## src/rtl/branch_rs_scheduler.sv

```systemverilog
// Branch reservation station: holds ops, snoops the CDB, issues the oldest ready op to the branch ALU.
// Operands ok -> result 1 cycle later; issue stalls while full, fire stalls while the result slot is held.
module branch_rs_scheduler #(
  parameter int RS_SIZE = 4,
  parameter int ROB_IX  = 2
) (
  input  logic              clk_in,
  input  logic              rst_in,
  input  logic              flush_in,
  input  logic              issue_valid_in,
  output logic              issue_ready_out,
  input  logic [2:0]        issue_func_in,
  input  logic [ROB_IX:0]   issue_tag_in,
  input  logic [31:0]       issue_pc_in,
  input  logic [31:0]       issue_imm_in,
  input  logic              issue_v1ok_in,
  input  logic [31:0]       issue_v1_in,
  input  logic [ROB_IX:0]   issue_q1_in,
  input  logic              issue_v2ok_in,
  input  logic [31:0]       issue_v2_in,
  input  logic [ROB_IX:0]   issue_q2_in,
  input  logic              cdb_valid_in,
  input  logic [ROB_IX:0]   cdb_tag_in,
  input  logic [31:0]       cdb_value_in,
  output logic [31:0]       alu_rval1_out,
  output logic [31:0]       alu_rval2_out,
  output logic [2:0]        alu_func_out,
  input  logic              alu_bool_in,
  output logic              res_valid_out,
  input  logic              res_ready_in,
  output logic [ROB_IX:0]   res_tag_out,
  output logic              res_taken_out,
  output logic [31:0]       res_target_out,
  output logic [31:0]       res_link_out
);
  localparam int IXW = $clog2(RS_SIZE);
  localparam logic [2:0] FN_DBR = 3'd6;

  typedef struct packed {
    logic [2:0]      func;
    logic [ROB_IX:0] tag;
    logic [31:0]     pc;
    logic [31:0]     imm;
    logic            v1ok;
    logic [31:0]     v1;
    logic [ROB_IX:0] q1;
    logic            v2ok;
    logic [31:0]     v2;
    logic [ROB_IX:0] q2;
    logic [IXW-1:0]  rank;
  } ent_t;

  logic [RS_SIZE-1:0] r_vld;
  ent_t               r_ent [RS_SIZE];

  logic [RS_SIZE-1:0] w_vld_nxt;
  ent_t               w_ent_nxt [RS_SIZE];
  ent_t               w_new;
  logic [IXW:0]       w_cnt;
  logic [IXW-1:0]     w_free_idx;
  logic               w_sel_found;
  logic [IXW-1:0]     w_sel_idx;
  logic [IXW-1:0]     w_sel_rank;
  logic               w_fire;
  logic               w_alloc;
  logic               w_res_taken;
  logic [31:0]        w_res_target;

  always_comb begin
    w_cnt      = '0;
    w_free_idx = '0;
    for (int i = 0; i < RS_SIZE; i++) begin
      w_cnt = w_cnt + {{IXW{1'b0}}, r_vld[i]};
    end
    for (int i = RS_SIZE - 1; i >= 0; i--) begin
      if (!r_vld[i]) w_free_idx = IXW'(i);
    end
  end

  assign issue_ready_out = (w_cnt != (IXW+1)'(RS_SIZE));
  assign w_alloc         = issue_valid_in & issue_ready_out & ~flush_in;

  // Readiness uses registered ok bits only; a CDB capture becomes selectable next cycle.
  always_comb begin
    w_sel_found = 1'b0;
    w_sel_idx   = '0;
    w_sel_rank  = '0;
    for (int i = 0; i < RS_SIZE; i++) begin
      if (r_vld[i] && r_ent[i].v1ok && r_ent[i].v2ok &&
          (!w_sel_found || r_ent[i].rank < w_sel_rank)) begin
        w_sel_found = 1'b1;
        w_sel_idx   = IXW'(i);
        w_sel_rank  = r_ent[i].rank;
      end
    end
  end

  assign w_fire        = w_sel_found & (~res_valid_out | res_ready_in);
  assign alu_rval1_out = w_sel_found ? r_ent[w_sel_idx].v1   : 32'd0;
  assign alu_rval2_out = w_sel_found ? r_ent[w_sel_idx].v2   : 32'd0;
  assign alu_func_out  = w_sel_found ? r_ent[w_sel_idx].func : 3'd0;

  assign w_res_taken  = (r_ent[w_sel_idx].func == FN_DBR) ? 1'b1 : alu_bool_in;
  assign w_res_target = (r_ent[w_sel_idx].func == FN_DBR)
                        ? ((r_ent[w_sel_idx].v1 + r_ent[w_sel_idx].imm) & 32'hFFFF_FFFE)
                        : (r_ent[w_sel_idx].pc + r_ent[w_sel_idx].imm);

  // Incoming op snoops the CDB too, so a broadcast in its issue cycle is not lost.
  always_comb begin
    w_new.func = issue_func_in;
    w_new.tag  = issue_tag_in;
    w_new.pc   = issue_pc_in;
    w_new.imm  = issue_imm_in;
    w_new.v1ok = issue_v1ok_in;
    w_new.v1   = issue_v1_in;
    w_new.q1   = issue_q1_in;
    w_new.v2ok = issue_v2ok_in;
    w_new.v2   = issue_v2_in;
    w_new.q2   = issue_q2_in;
    w_new.rank = IXW'(w_cnt - {{IXW{1'b0}}, w_fire});
    if (cdb_valid_in && !issue_v1ok_in && issue_q1_in == cdb_tag_in) begin
      w_new.v1ok = 1'b1;
      w_new.v1   = cdb_value_in;
    end
    if (cdb_valid_in && !issue_v2ok_in && issue_q2_in == cdb_tag_in) begin
      w_new.v2ok = 1'b1;
      w_new.v2   = cdb_value_in;
    end
  end

  always_comb begin
    w_vld_nxt = r_vld;
    w_ent_nxt = r_ent;
    for (int i = 0; i < RS_SIZE; i++) begin
      if (r_vld[i]) begin
        if (w_fire && w_sel_idx == IXW'(i)) begin
          w_vld_nxt[i] = 1'b0;
        end else begin
          if (w_fire && r_ent[i].rank > w_sel_rank)
            w_ent_nxt[i].rank = r_ent[i].rank - IXW'(1);
          if (cdb_valid_in && !r_ent[i].v1ok && r_ent[i].q1 == cdb_tag_in) begin
            w_ent_nxt[i].v1ok = 1'b1;
            w_ent_nxt[i].v1   = cdb_value_in;
          end
          if (cdb_valid_in && !r_ent[i].v2ok && r_ent[i].q2 == cdb_tag_in) begin
            w_ent_nxt[i].v2ok = 1'b1;
            w_ent_nxt[i].v2   = cdb_value_in;
          end
        end
      end
    end
    if (w_alloc) begin
      w_vld_nxt[w_free_idx] = 1'b1;
      w_ent_nxt[w_free_idx] = w_new;
    end
  end

  always_ff @(posedge clk_in) begin
    if (!rst_in) begin
      r_vld          <= '0;
      for (int i = 0; i < RS_SIZE; i++) r_ent[i] <= '0;
      res_valid_out  <= 1'b0;
      res_tag_out    <= '0;
      res_taken_out  <= 1'b0;
      res_target_out <= '0;
      res_link_out   <= '0;
    end else if (flush_in) begin
      r_vld         <= '0;
      res_valid_out <= 1'b0;
    end else begin
      r_vld <= w_vld_nxt;
      for (int i = 0; i < RS_SIZE; i++) r_ent[i] <= w_ent_nxt[i];
      if (w_fire) begin
        res_valid_out  <= 1'b1;
        res_tag_out    <= r_ent[w_sel_idx].tag;
        res_taken_out  <= w_res_taken;
        res_target_out <= w_res_target;
        res_link_out   <= r_ent[w_sel_idx].pc + 32'd4;
      end else if (res_ready_in) begin
        res_valid_out <= 1'b0;
      end
    end
  end

endmodule

```

## config.mk

```make
export PLATFORM = sky130hd
export DESIGN_NAME = branch_rs_scheduler
export DESIGN_NICKNAME = d
export VERILOG_FILES = /design/src/rtl/branch_rs_scheduler.sv
export SDC_FILE = /design/constraint.sdc
export NUM_CORES = 2
export LEC_CHECK = 0
export CAP_MARGIN = 20
export CORE_ASPECT_RATIO = 0.75
export CORE_MARGIN = 2
export CORE_UTILIZATION = 51
export DETAILED_ROUTE_END_ITERATION = 10
export HOLD_SLACK_MARGIN = 0.06
export PLACE_DENSITY = 0.72
export SETUP_SLACK_MARGIN = 0.5
export SLEW_MARGIN = 40
export SYNTH_ARGS = -nofsm -noshare
export SYNTH_HDL_FRONTEND = slang
export SYNTH_SLANG_ARGS = --single-unit
```

## constraint.sdc

```tcl
create_clock -name clk_in -period 30.5 [get_ports clk_in]
set_clock_uncertainty 0.15 [all_clocks]
set_input_delay 6.1 -clock clk_in [delete_from_list [all_inputs] [get_ports clk_in]]
set_output_delay 6.1 -clock clk_in [all_outputs]
set_load 0.05 [all_outputs]
```

==> impl_summary.md <==
Timing
The number of hold-slack violations in the final timing report is 0. Setup repair after global routing left no endpoint under its margin. The tightest hold path in the finished design has a slack of 0.298 ns. The shortest period the worst path allows is 14.26 ns. The max-slew violation count is 0. The minimum setup slack in the final design is 16.24 ns.

In this run the tightest slew margin relative to its limit is 0.363. The post-route fraction of the period consumed by the critical path is 0.467. Setup violations remaining at the end of the flow were counted as 0. The highest clock frequency the design can meet is 70.1 MHz. The post-route setup TNS is 0 ns. The worst-margin pin slew is 0.953 ns.

Worst setup path
The worst endpoint required time is 24.25 ns. The endpoint kind of the worst setup timing path is an output port. The endpoint of the worst-slack reg-to-reg timing path is res_target_out[27]$_SDFFE_PN0P_. The critical path ends at alu_rval1_out[24].

Setup slack on the worst reg-to-reg path comes out at 19.44 ns. The startpoint of the most critical register-to-register path is r_vld[0]$_SDFF_PP0_. For the worst setup path, the data arrival time is 8.01 ns. The critical path goes through and3_1 -> nand2_1 -> ha_1 -> a211oi_2 -> o21ai_0 -> o2bb2a_1 -> nor2_4 -> nand3_1 -> o21ai_0 -> ha_1 -> or4_1 -> a2111oi_4 -> or3_4 -> buf_4 -> nor3_2 -> buf_4 -> a221o_1 -> and2_1 -> clkdlybuf4s50_1. The largest stage delay on the critical path is 0.73 ns.

Tracing the worst setup path back leads to its startpoint at r_vld[0]$_SDFF_PP0_. Of all nets on the critical path, the largest fanout is 68. The critical path class is reg -> out. The cell with the largest stage delay on the worst path is buf_4. The worst register-to-register path has a depth of 32. The type of origin of the critical path is a flip-flop.

Floorplanning
The floorplan die area is 72700 um^2. In this run the horizontal extent of the chip is 311 um. Measured along the y axis, the die boundary spans 234 um. The number of placement rows is 84. The initial core utilization is 0.514. In this run the count of I/O pins placed on the die edge is 321. The core footprint is 70000 um^2.

Global routing
The wire length of the first global-routing pass is 212 mm. The overall track demand over capacity in global routing is 0.375. Global routing finished with a remaining overflow of 0. The initial antenna violation count is 8. The number of global-route vias before repair is 33900. Entering global routing, the biggest net connects 164 pins.

Pwr
The power density relative to cell area is 45.7 nW/um^2. For this design the static power due to leakage is 14.4 nW. IR analysis of the VDD net gives a maximum drop of 0.0329 mV.

Finish
The most common cell after layout, fill and taps aside is nand2_1. Relative to the synthesized area, the layout overhead comes to 15.8%. Leaving out fill and tap cells, the most frequent cells in the layout are nand2_1 (1030), a21oi_1 (776), dfxtp_1 (649). The layout net count is 5281. Of the cells placed in the final design, the portion with a size suffix greater than 1 is 0.0688.

The filler-free cell count of the finished design is 6016.

Clock tree
TritonCTS built the clock tree. The count of instances resized after the clock tree is built is 0. The number of buffers added by the clock tree synthesis step is 68. The number of buffers between clock root and the deepest sink is 3. The number of buffers inserted by post-CTS setup repair is 0. The clock transition at the registers of the reported paths is 0.06 ns. The level count of the clock H-tree is 3. The clock root buffer is clkbuf_16. The clock net in this run drives a total of 649 sinks. Buffers inserted to repair hold after CTS numbered 0. The later pin in the worst-skew pair is clocked with a latency of 0.64 ns.

Logic synthesis
The number of nets in the synthesized netlist is 5264. The part of the Yosys area used for sequential elements is 0.361. The number of enable flip-flop cells after synthesis is 0. The proportion of netlist area held by the largest area contributor is 0.361. The share of synthesized flip-flops with an asynchronous set or reset is 0. The register bit total from synthesis is 649.

For this run, the number of Yosys warnings is 0. The leading register cell type out of synthesis is dfxtp_1. dfxtp_1 takes more of the synthesized area than any other cell. Each instance of the synthesized netlist takes up on average 7.19 um^2. Synthesis handed over a netlist of 5007 instances. The synthesized cell area is 36000 um^2. The number of distinct standard cells referenced by the synthesized netlist is 91. By area the synthesized netlist is led by dfxtp_1 (36%), a21oi_1 (11%), nand2_1 (11%).

Detailed routing
The first TritonRoute pass finished after 6 iterations. The post-detailed-route wirelength per cell is 23.8 um. In this run, the number of DRC markers left after iteration 0 of detailed routing was 5362. In the routed layout, each cell is associated on average with a via count of 6.36. The detailed-route via count is 38300. The final routed wirelength across all metal layers is 143 mm.

In the routed design, unresolved DRC markers number 0. Once detail routing completed, the nets flagged for antenna violations numbered 0.

Placed design
At the end of routability-driven placement, the weighted congestion stood at 1.00. The number of port buffers is 320. The pre-CTS worst setup slack is 17.11 ns. The post-placement cell count is 5900.

The HPWL after detailed placement is 95.2 mm.

Job
The count of max-cap constraint violations is 0.

Status
The run finished with clean final reports.

Worst hold path
The path class of the lowest-slack min-delay path is reg -> reg.
cell families after synthesis:
logic type      Yosys count  share of synthesized area
flops                   649                      0.361
xor+xnor                116                     0.0282
simple gates           1793                      0.208
buf+inv                 477                     0.0520
compound gates         1803                      0.295
fa+ha+maj                78                     0.0274
mux                      91                     0.0276
routing by layer:
metal | vias up | track usage | wire length (um)
met5 | - | 0.0188 | 27
met4 | 4 | 0.131 | 5450
met3 | 357 | 0.124 | 19300
met2 | 2231 | 0.542 | 59300
met1 | 18100 | 0.518 | 58900
li1 | 17600 | - | -
critical path: cells and delay by family (launching register included):
family	cells	cell delay (ns)
buf+inv	3	1.83
simple gates	8	1.99
compound gates	6	2.33
fa+ha+maj	2	0.59
flops	1	0.50
worst min-delay path by stage:
stage	startpoint	end	slack, ns	cells after the start
floorplan	r_ent[294]$_SDFFE_PN0N_	r_ent[294]$_SDFFE_PN0N_	0.27	2
global placement	r_ent[308]$_SDFFE_PN0N_	r_ent[308]$_SDFFE_PN0N_	0.28	2
detailed placement	r_ent[310]$_SDFFE_PN0N_	r_ent[310]$_SDFFE_PN0N_	0.29	2
global route	r_ent[269]$_SDFFE_PN0P_	r_ent[269]$_SDFFE_PN0P_	0.32	2
CTS	r_ent[381]$_SDFFE_PN0P_	r_ent[381]$_SDFFE_PN0P_	0.30	2
finish	r_ent[310]$_SDFFE_PN0N_	r_ent[310]$_SDFFE_PN0N_	0.30	2
state kept, by name, indices dropped and copies added, names as in the netlist:
register / flops
r_ent: 576
r_vld: 4
res_link_out: 32
res_tag_out: 3
res_taken_out: 1
res_target_out: 32
res_valid_out: 1
report_power, final:
group / internal (mW) / leakage [nW] / switching, mW / total, mW
sequential: 0.858 / 5.24 / 0.00811 / 0.867
clock: 0.472 / 1.08 / 0.368 / 0.840
combinational: 0.0697 / 8.11 / 0.127 / 0.197
metrics by stage:
stage / instance area [um^2] / utilization / power (mW)
after floorplan: 36000 / - / 0.990
after global placement: 39300 / 0.562 / 1.07
after detailed placement: 39500 / 0.565 / 1.07
after CTS: 41700 / 0.596 / 1.90
after global routing: 41700 / 0.596 / 1.95
final: 41700 / 0.596 / 1.90
final cells by class:
class | instances | area, um^2
Timing Repair Buffer | 390 | 3850
Sequential cell | 649 | 13000
Fill cell | 6568 | 28300
Clock inverter | 21 | 188
Clock buffer | 94 | 1980
Antenna cell | 1 | 2.50
Inverter | 34 | 135
Tap cell | 946 | 1180
Multi-Input combinational cell | 3881 | 21400
cells in the mapped netlist, types with 38 or more instances:
cell / n
nand2_1: 1034
a21oi_1: 779
dfxtp_1: 649
o21ai_0: 594
nor2_1: 440
clkbuf_1: 381
o221ai_1: 103
xnor2_1: 71
ha_1: 70
mux2_2: 67
nand3_1: 62
and3_1: 52
and2_1: 47
xor2_1: 45
nor3_1: 43
a221oi_1: 38
Power figures use the tool's default switching activity.
